===== src/rtl/latch_wr_pkg.sv =====
// Shared types and sizing helpers for the latch bank write sequencer.
// Build option: define LATCH_WR_PARITY_EN to append an even-parity bit to the latch D bus.
package latch_wr_pkg;

    localparam int STATE_W = 3;

    typedef enum logic [STATE_W-1:0] {
        ST_IDLE    = 3'd0,
        ST_SETUP   = 3'd1,
        ST_OPEN    = 3'd2,
        ST_HOLD    = 3'd3,
        ST_CLEAR   = 3'd4,
        ST_RECOVER = 3'd5
    } state_t;

    localparam int DEF_WIDTH = 8;

`ifdef LATCH_WR_PARITY_EN
    localparam int PARITY_W = 1;
`else
    localparam int PARITY_W = 0;
`endif

    // Width of the shared latch D bus for a given data width.
    function automatic int lat_d_width(input int w);
        return w + PARITY_W;
    endfunction

    localparam int LAT_D_W = lat_d_width(DEF_WIDTH);

    // Down-counter width large enough for the longest phase, never below one bit.
    function automatic int cnt_width(input int open_c, input int hold_c, input int clr_c);
        int m;
        int w;
        m = open_c;
        if (hold_c > m) m = hold_c;
        if (clr_c > m) m = clr_c;
        w = $clog2(m + 1);
        if (w < 1) w = 1;
        return w;
    endfunction

endpackage


===== src/rtl/latch_wr_decoder.sv =====
// Purely combinational one-hot word-enable decode with address range check.
// Out-of-range addresses produce an all-zero enable vector.
module latch_wr_decoder
#(
    parameter int DEPTH  = 8,
    parameter int ADDR_W = 3
)
(
    input  logic [ADDR_W-1:0] i_addr,
    output logic [DEPTH-1:0]  o_onehot,
    output logic              o_in_range
);

    // Decode the captured address into at most one enable bit.
    always_comb begin
        o_onehot   = '0;
        o_in_range = (int'(i_addr) < DEPTH);
        for (int i = 0; i < DEPTH; i++) begin
            if (int'(i_addr) == i) begin
                o_onehot[i] = 1'b1;
            end
        end
    end

endmodule


===== src/rtl/latch_bank_wr_ctrl.sv =====
// Write sequencer driving the D/E/RN pins of a latch bank: D settles one cycle before
// E rises, E is held for OPEN_CYCLES, D is held HOLD_CYCLES after E falls, and a bank
// clear holds RN low for CLR_CYCLES followed by a one-cycle RN recovery gap.
// Build option: define LATCH_WR_PARITY_EN to widen lat_d by one even-parity bit.
// ADDR_W may be widened beyond $clog2(DEPTH) when the upstream address bus is wider
// than the bank; such addresses are accepted, run full timing and flag wr_err.
module latch_bank_wr_ctrl
    import latch_wr_pkg::*;
#(
    parameter int DEPTH       = 8,
    parameter int WIDTH       = 8,
    parameter int OPEN_CYCLES = 2,
    parameter int HOLD_CYCLES = 1,
    parameter int CLR_CYCLES  = 2,
    parameter int ADDR_W      = (DEPTH > 1) ? $clog2(DEPTH) : 1
)
(
    input  logic                          i_clk,
    input  logic                          i_rst_n,
    input  logic                          i_wr_valid,
    output logic                          o_wr_ready,
    input  logic [ADDR_W-1:0]             i_wr_addr,
    input  logic [WIDTH-1:0]              i_wr_data,
    output logic                          o_wr_err,
    input  logic                          i_clr_req,
    output logic                          o_clr_ack,
    output logic [lat_d_width(WIDTH)-1:0] o_lat_d,
    output logic [DEPTH-1:0]              o_lat_e,
    output logic                          o_lat_rn,
    output logic                          o_busy
);

    localparam int LDW   = lat_d_width(WIDTH);
    localparam int CNT_W = cnt_width(OPEN_CYCLES, HOLD_CYCLES, CLR_CYCLES);

    localparam logic [CNT_W-1:0] OPEN_LOAD = CNT_W'(OPEN_CYCLES - 1);
    localparam logic [CNT_W-1:0] HOLD_LOAD = CNT_W'(HOLD_CYCLES - 1);
    localparam logic [CNT_W-1:0] CLR_LOAD  = CNT_W'(CLR_CYCLES - 1);
    localparam logic [CNT_W-1:0] CNT_ONE   = CNT_W'(1);

    state_t              r_state;
    logic [CNT_W-1:0]    r_cnt;
    logic [ADDR_W-1:0]   r_addr;
    logic [LDW-1:0]      r_lat_d;
    logic [DEPTH-1:0]    r_lat_e;
    logic                r_lat_rn;
    logic                r_wr_err;
    logic                r_clr_ack;
    logic                r_busy;

    logic [DEPTH-1:0]    w_onehot;
    logic                w_in_range;
    logic                w_wr_ready;
    logic [LDW-1:0]      w_lat_d_next;

    latch_wr_decoder #(
        .DEPTH  (DEPTH),
        .ADDR_W (ADDR_W)
    ) u_decoder (
        .i_addr     (r_addr),
        .o_onehot   (w_onehot),
        .o_in_range (w_in_range)
    );

    // Data word as presented to the latches, with parity appended when enabled.
`ifdef LATCH_WR_PARITY_EN
    assign w_lat_d_next = {^i_wr_data, i_wr_data};
`else
    assign w_lat_d_next = i_wr_data;
`endif

    // Only combinational output: accept writes in IDLE once the bank is out of clear
    // and no clear is pending, so a clear request always wins over a write.
    assign w_wr_ready = (r_state == ST_IDLE) && r_lat_rn && !i_clr_req;

    // Sequencer FSM: phase counters reload on every state entry and count down to zero.
    always_ff @(posedge i_clk or negedge i_rst_n) begin
        if (!i_rst_n) begin
            r_state   <= ST_IDLE;
            r_cnt     <= '0;
            r_addr    <= '0;
            r_lat_d   <= '0;
            r_lat_e   <= '0;
            r_lat_rn  <= 1'b0;
            r_wr_err  <= 1'b0;
            r_clr_ack <= 1'b0;
            r_busy    <= 1'b0;
        end else begin
            r_wr_err  <= 1'b0;
            r_clr_ack <= 1'b0;
            case (r_state)
                ST_IDLE: begin
                    if (!r_lat_rn) begin
                        r_lat_rn <= 1'b1;
                    end else if (i_clr_req) begin
                        r_state  <= ST_CLEAR;
                        r_lat_rn <= 1'b0;
                        r_lat_e  <= '0;
                        r_cnt    <= CLR_LOAD;
                        r_busy   <= 1'b1;
                    end else if (i_wr_valid && w_wr_ready) begin
                        r_state <= ST_SETUP;
                        r_lat_d <= w_lat_d_next;
                        r_addr  <= i_wr_addr;
                        r_cnt   <= '0;
                        r_busy  <= 1'b1;
                    end
                end
                ST_SETUP: begin
                    r_state  <= ST_OPEN;
                    r_lat_e  <= w_onehot;
                    r_wr_err <= !w_in_range;
                    r_cnt    <= OPEN_LOAD;
                end
                ST_OPEN: begin
                    if (r_cnt == '0) begin
                        r_state <= ST_HOLD;
                        r_lat_e <= '0;
                        r_cnt   <= HOLD_LOAD;
                    end else begin
                        r_cnt <= r_cnt - CNT_ONE;
                    end
                end
                ST_HOLD: begin
                    if (r_cnt == '0) begin
                        r_state <= ST_IDLE;
                        r_cnt   <= '0;
                        r_busy  <= 1'b0;
                    end else begin
                        r_cnt <= r_cnt - CNT_ONE;
                    end
                end
                ST_CLEAR: begin
                    if (r_cnt == '0) begin
                        r_state  <= ST_RECOVER;
                        r_lat_rn <= 1'b1;
                        r_cnt    <= '0;
                    end else begin
                        r_cnt <= r_cnt - CNT_ONE;
                    end
                end
                ST_RECOVER: begin
                    r_state   <= ST_IDLE;
                    r_clr_ack <= 1'b1;
                    r_cnt     <= '0;
                    r_busy    <= 1'b0;
                end
                default: begin
                    r_state  <= ST_IDLE;
                    r_lat_e  <= '0;
                    r_lat_rn <= 1'b0;
                    r_cnt    <= '0;
                    r_busy   <= 1'b0;
                end
            endcase
        end
    end

    assign o_wr_ready = w_wr_ready;
    assign o_wr_err   = r_wr_err;
    assign o_clr_ack  = r_clr_ack;
    assign o_lat_d    = r_lat_d;
    assign o_lat_e    = r_lat_e;
    assign o_lat_rn   = r_lat_rn;
    assign o_busy     = r_busy;

endmodule


===== config.mk =====
export PLATFORM = sky130hd
export DESIGN_NAME = latch_bank_wr_ctrl
export DESIGN_NICKNAME = d
export VERILOG_FILES = /design/src/rtl/latch_wr_pkg.sv /design/src/rtl/latch_wr_decoder.sv /design/src/rtl/latch_bank_wr_ctrl.sv
export SDC_FILE = /design/constraint.sdc
export NUM_CORES = 1
export LEC_CHECK = 0
export ABC_CLOCK_PERIOD_IN_PS = 1800
export BUFFER_PORTS_ARGS = -buffer_cell sky130_fd_sc_hd__buf_2
export CORE_AREA = 2 2 56 53
export DETAILED_ROUTE_END_ITERATION = 8
export DIE_AREA = 0 0 58 55
export GPL_TIMING_DRIVEN = 0
export PLACE_DENSITY = 0.87
export SLEW_MARGIN = 40
export SYNTH_ARGS = -nofsm -noshare
export SYNTH_HDL_FRONTEND = slang
export SYNTH_SLANG_ARGS = --single-unit

===== constraint.sdc =====
create_clock -name i_clk -period 1.8 [get_ports i_clk]
set_input_delay 0.45 -clock i_clk [delete_from_list [all_inputs] [get_ports i_clk]]
set_output_delay 0.45 -clock i_clk [all_outputs]
set_load 0.01 [all_outputs]

Word-level counts from Yosys, hierarchy flattened

Index checks and enable logic that the tools add are counted.
W data, S select, Z words.

Bits in registers: 27
Bits in latches: 0
Memory bits (writable): 0
Bits in read-only memories: 0
Bits of input ports: 15
Output and inout bits: 21
Word-level logic and storage cells: 82
Memories: 0

$add $sub $neg: 1
$mul: 0
Divide/modulo/power cells: 0
$lt $le $gt $ge: 0
Equal/unequal tests: 18
Shifts and indexed selects: 0
Multiplexer cells: 34
Bitwise logic cells: 4
Reduce and logical (&&, ||, !) cells: 17

Operator list:

| kind                  | count |
|---|---|
| $pmux W8 S4           | 1 |
| $mux W8               | 3 |
| $eq A3 B3 Y1 const B  | 6 |
| $mux W3               | 6 |
| $mux W1               | 16 |
| $pmux W3 S5           | 1 |
| $eq A3 B2 Y1 const B  | 4 |
| $reduce_and A4 Y1     | 3 |
| $ne A2 B2 Y1 const B  | 5 |
| $reduce_or A3 Y1      | 3 |
| $mux W2               | 4 |
| $eq A3 B1 Y1 const B  | 2 |
| $logic_not A3 Y1      | 2 |
| $pmux W1 S3           | 2 |
| $pmux W2 S3           | 1 |
| $reduce_and A5 Y1     | 1 |
| $not A1 Y1            | 4 |
| $reduce_and A2 Y1     | 2 |
| $reduce_or A4 Y1      | 1 |
| $logic_and A1 B1 Y1   | 3 |
| $ne A3 B2 Y1 const B  | 1 |
| $logic_not A2 Y1      | 1 |
| $sub A2 B1 Y2 const B | 1 |
| $logic_not A1 Y1      | 1 |

Depth between registers and ports, before layout

Word-level depth: 8
Depth in mapped cells: 4
Depth with buffers taken out: 3

By module

Synthesis repeated with hierarchy kept, for this count alone.

Cell total of the unflattened synthesis: 104
Area total of the unflattened synthesis: 1,318.8 sq um

Modules (own cells, without submodules):

| module             | times used | cells each | area each (sq um) | sequential area each (sq um) |
|---|---|---|---|---|
| latch_bank_wr_ctrl | 1          | 94         | 1,242.4           | 700.7 |
| latch_wr_decoder   | 1          | 10         | 76.3              | 0.0 |

Least setup slack after synthesis

No wires, ideal clock.

Path type: flip-flop to output port
Start: register r_state[1]
End: output port o_wr_ready
Arrival time: 1.229 ns
Data required time: 1.350 ns
Setup slack: 0.121 ns
Stages on the path, launching flop included: 4
Path buffers: 1
Path through: dfrtp_1 -> buf_2 -> or3_1 -> nor3b_1

Cells in the longest elaborated chain, start to end: 3

Ends and longest elaborated chain:

| item                             | RTL line                  | source |
|---|---|---|
| from (decl)                      | latch_bank_wr_ctrl.sv:41  | `state_t r_state;` |
| from (signal assigned)           | latch_bank_wr_ctrl.sv:79  | `r_state <= ST_IDLE;` |
| from (signal assigned)           | latch_bank_wr_ctrl.sv:96  | `r_state <= ST_CLEAR;` |
| from (signal assigned)           | latch_bank_wr_ctrl.sv:102 | `r_state <= ST_SETUP;` |
| $logic_not A3 Y1                 | latch_bank_wr_ctrl.sv:74  | `assign w_wr_ready = (r_state == ST_IDLE) && r_lat_rn && !i_clr_req;` |
| $logic_and A1 B1 Y1 (2 in a row) | latch_bank_wr_ctrl.sv:74  |  |
| to (decl)                        | latch_bank_wr_ctrl.sv:21  | `output logic o_wr_ready,` |

Every way passes these cells.

Final worst setup path

Ends and elaborated chain as after synthesis.

==> results.cfg <==
[detailed_routing]
routed_via_density = 5.58
vias = 926
routed_wl_um = 2580
drc = 0
dr.pass1.iters = 4
ant_nets = 0
drt_iter0_drc = 18
wl_per_cell_um = 15.6

[worst_setup_path]
crit_start = r_state[1]
reg2reg_to = o_lat_d[7]
crit_required_ps = 1350
worst_r2r_startpoint = r_state[1]
worst_setup_path_end_kind = output port
cp-start-kind = flop
critPathArrivalTime_ps = 1550
path_class = flop to output port
crit_end = o_wr_ready
slowest_delay_ps = 440
crit_fanout = 3
reg2reg_depth = 5
cp_cell_sequence = buf_6 > or3_4 > nor3b_2 > buf_2
slowest_stage = dfrtp_1
ff2ff_setup_slack_ps = 60

[yosys]
avgSynthCellArea_um2 = 13.1
synth_seq_cells = 27
synthCells = 96
ys_top_cells_by_area = dfrtp_1 (54%), mux2_4 (11%), a22o_1 (4.2%), nor4b_2 (2.4%), a2111oi_4 (2.2%)
synth_nets = 111
synth_area_leader_cell = dfrtp_1
yosys_warnings = 0
netlist.area_leader.share = 0.539
seq_area_frac_synth = 0.539
ys_types = 37
syn_area_um2 = 1250

[hold_path]
hold_class = input pin to async pin

[clock_network]
cts_max_path_buffers = 2
cts_buffers = 3
clk_pin_slew_worst_paths_ps = 150
cts_tree = yes
h-tree-depth = 1
cts-root-buf = clkbuf_4
clkLatencyLatePin_ps = 330
postCtsHoldBufs = 0
clock_sinks = 27

[global_route]
grt_max_degree = 28
grt_overflow = 0
grt_usage = 0.165
busiest_layer = met2
grt_pass1_wl_um = 3950
grt_antenna_before_repair = 0
grt_pass1_vias = 847
met1_usage = 0.222
met2_usage = 0.273
met3_usage = 0.0442

[placement]
dpl_worst_slack_ps = 54.3
io_buffers = 34
gp_congestion = 0.837
detailed_place_hpwl_um = 1900

[floorplan]
core_um2 = 2610
die_h_um = 55
fp-row-count = 18
die_w_um = 58
die_area_um2 = 3190
initial_core_util = 0.480
ios = 36

[status]
outcome = finished, violations left
violations = setup timing

[final_layout]
final_util = 0.582
syn_to_final_growth_pct = 21.3
final_common_cell = buf_2
antenna_cells = 0
drive_gt1_frac = 0.449
final_cell_mix = buf_2 (36), dfrtp_1 (27), mux2_4 (9), a22o_1 (6)
final_nets = 152

[power]
power.leakage_nw = 0.788
p_total_mw = 2.60
irDropWorstVdd_uv = 1060
powerDensity_nw_per_um2 = 1710

[timing]
fmax_ghz = 0.499
maxSlewViolCount = 0
finClkSkew_ps = 10.4
rsz0062_at_grt = true
period_share = 1.11
finalHoldViolations = 0
finalWorstSetupSlack_ps = -205
worst-slew-pin-transition_ps = 581
setup_viol = 1
layout_min_cycle_time_ps = 2000
fin_setup_tns_ps = -205
max_slew_margin = 0.613

[job]
drv_cap = 0
-- metal layers --
metal | vias up | routed length (um)
met5 | - | 0
met4 | 0 | 0
met3 | 0 | 147
met2 | 33 | 1270
met1 | 465 | 1160
li1 | 428 | -
-- cells in the mapped netlist --
library cell	n
conb_1	1
inv_1	2
nor3b_1	2
nor3_1	1
xnor2_1	1
nor4b_2	2
nand2_2	1
a211o_1	1
nor2b_1	4
mux2_2	1
or2_1	1
o311ai_1	1
or4_1	1
dfrtp_1	27
a21boi_1	1
or3_1	1
a2bb2oi_1	1
a21oi_1	2
o22ai_1	1
a32o_1	2
nand3_1	1
a2111oi_4	1
a31oi_1	1
buf_2	3
nand2_1	2
a22o_1	6
o21ai_0	4
nand2b_1	2
and3_1	2
and4bb_1	2
and2_1	1
buf_4	1
mux2_1	1
buf_6	1
o21ai_1	1
nor2_1	4
mux2_4	9
-- through the flow --
stage / instances / hold slack, ps / instance area (um^2)
2_1_floorplan: 96 / 154 / 1250
3_3_place_gp: 160 / 466 / 1460
3_5_place_dp: 160 / 482 / 1460
4_1_cts: 166 / 111 / 1520
5_1_grt: 166 / 134 / 1520
6_report: 166 / 86.3 / 1520
-- layout make-up --
| type | count | area [um^2] |
|---|---|---|
| Fill cell | 219 | 1090 |
| Sequential cell | 27 | 676 |
| Multi-Input combinational cell | 62 | 547 |
| Timing Repair Buffer | 36 | 185 |
| Buffer | 5 | 40.0 |
| Tap cell | 30 | 37.5 |
| Clock buffer | 3 | 22.5 |
| Inverter | 2 | 7.51 |
| Clock inverter | 1 | 5.00 |
-- kinds of logic (layout without fill, tap and decap cells) --
logic type | count (synthesis) | count (layout) | synth area share
XOR/XNOR | 1 | 1 | 0.00699
AND/OR/NAND/NOR | 27 | 27 | 0.148
multiplexers | 11 | 11 | 0.126
flip-flops | 27 | 27 | 0.539
buffers and inverters | 7 | 47 | 0.0329
other | 1 | 1 | 0.00299
AO/OA/AOI/OAI | 22 | 22 | 0.145
-- worst max-delay path: cells and delay by family (launching register included) --
kind	cells	cell delay (ps)
buf+inv	2	270
flops	1	440
simple gates	2	520
-- worst min-delay path by stage --
stage	end	slack, ps	cells past startpoint
after global placement	o_lat_d[4]	470	1
after global routing	o_lat_d[4]	130	1
after detailed placement	o_lat_d[4]	480	1
after CTS	o_lat_d[4]	110	1
after floorplan	o_busy	150	0
final	o_lat_d[1]	90	1
-- registers in the layout (all words and copies together), names as in the netlist --
register,cells
o_lat_rn,1
r_cnt,2
o_lat_e,8
r_state,3
o_clr_ack,1
o_busy,1
o_lat_d,8
r_addr,3
-- what timing repair did --
item                                    in CTS  in global routing
endpoints found under the setup margin       1                  1
gates resized for setup                      4                  0
buffers inserted                             2                  0
gates cloned                                 0                  0
-- where the power goes --
group / switching (mW) / internal (mW)
Sequential: 0.203 / 0.845
Clock: 0.184 / 0.0835
Combinational: 0.622 / 0.661
Power figures use the tool's default switching activity.
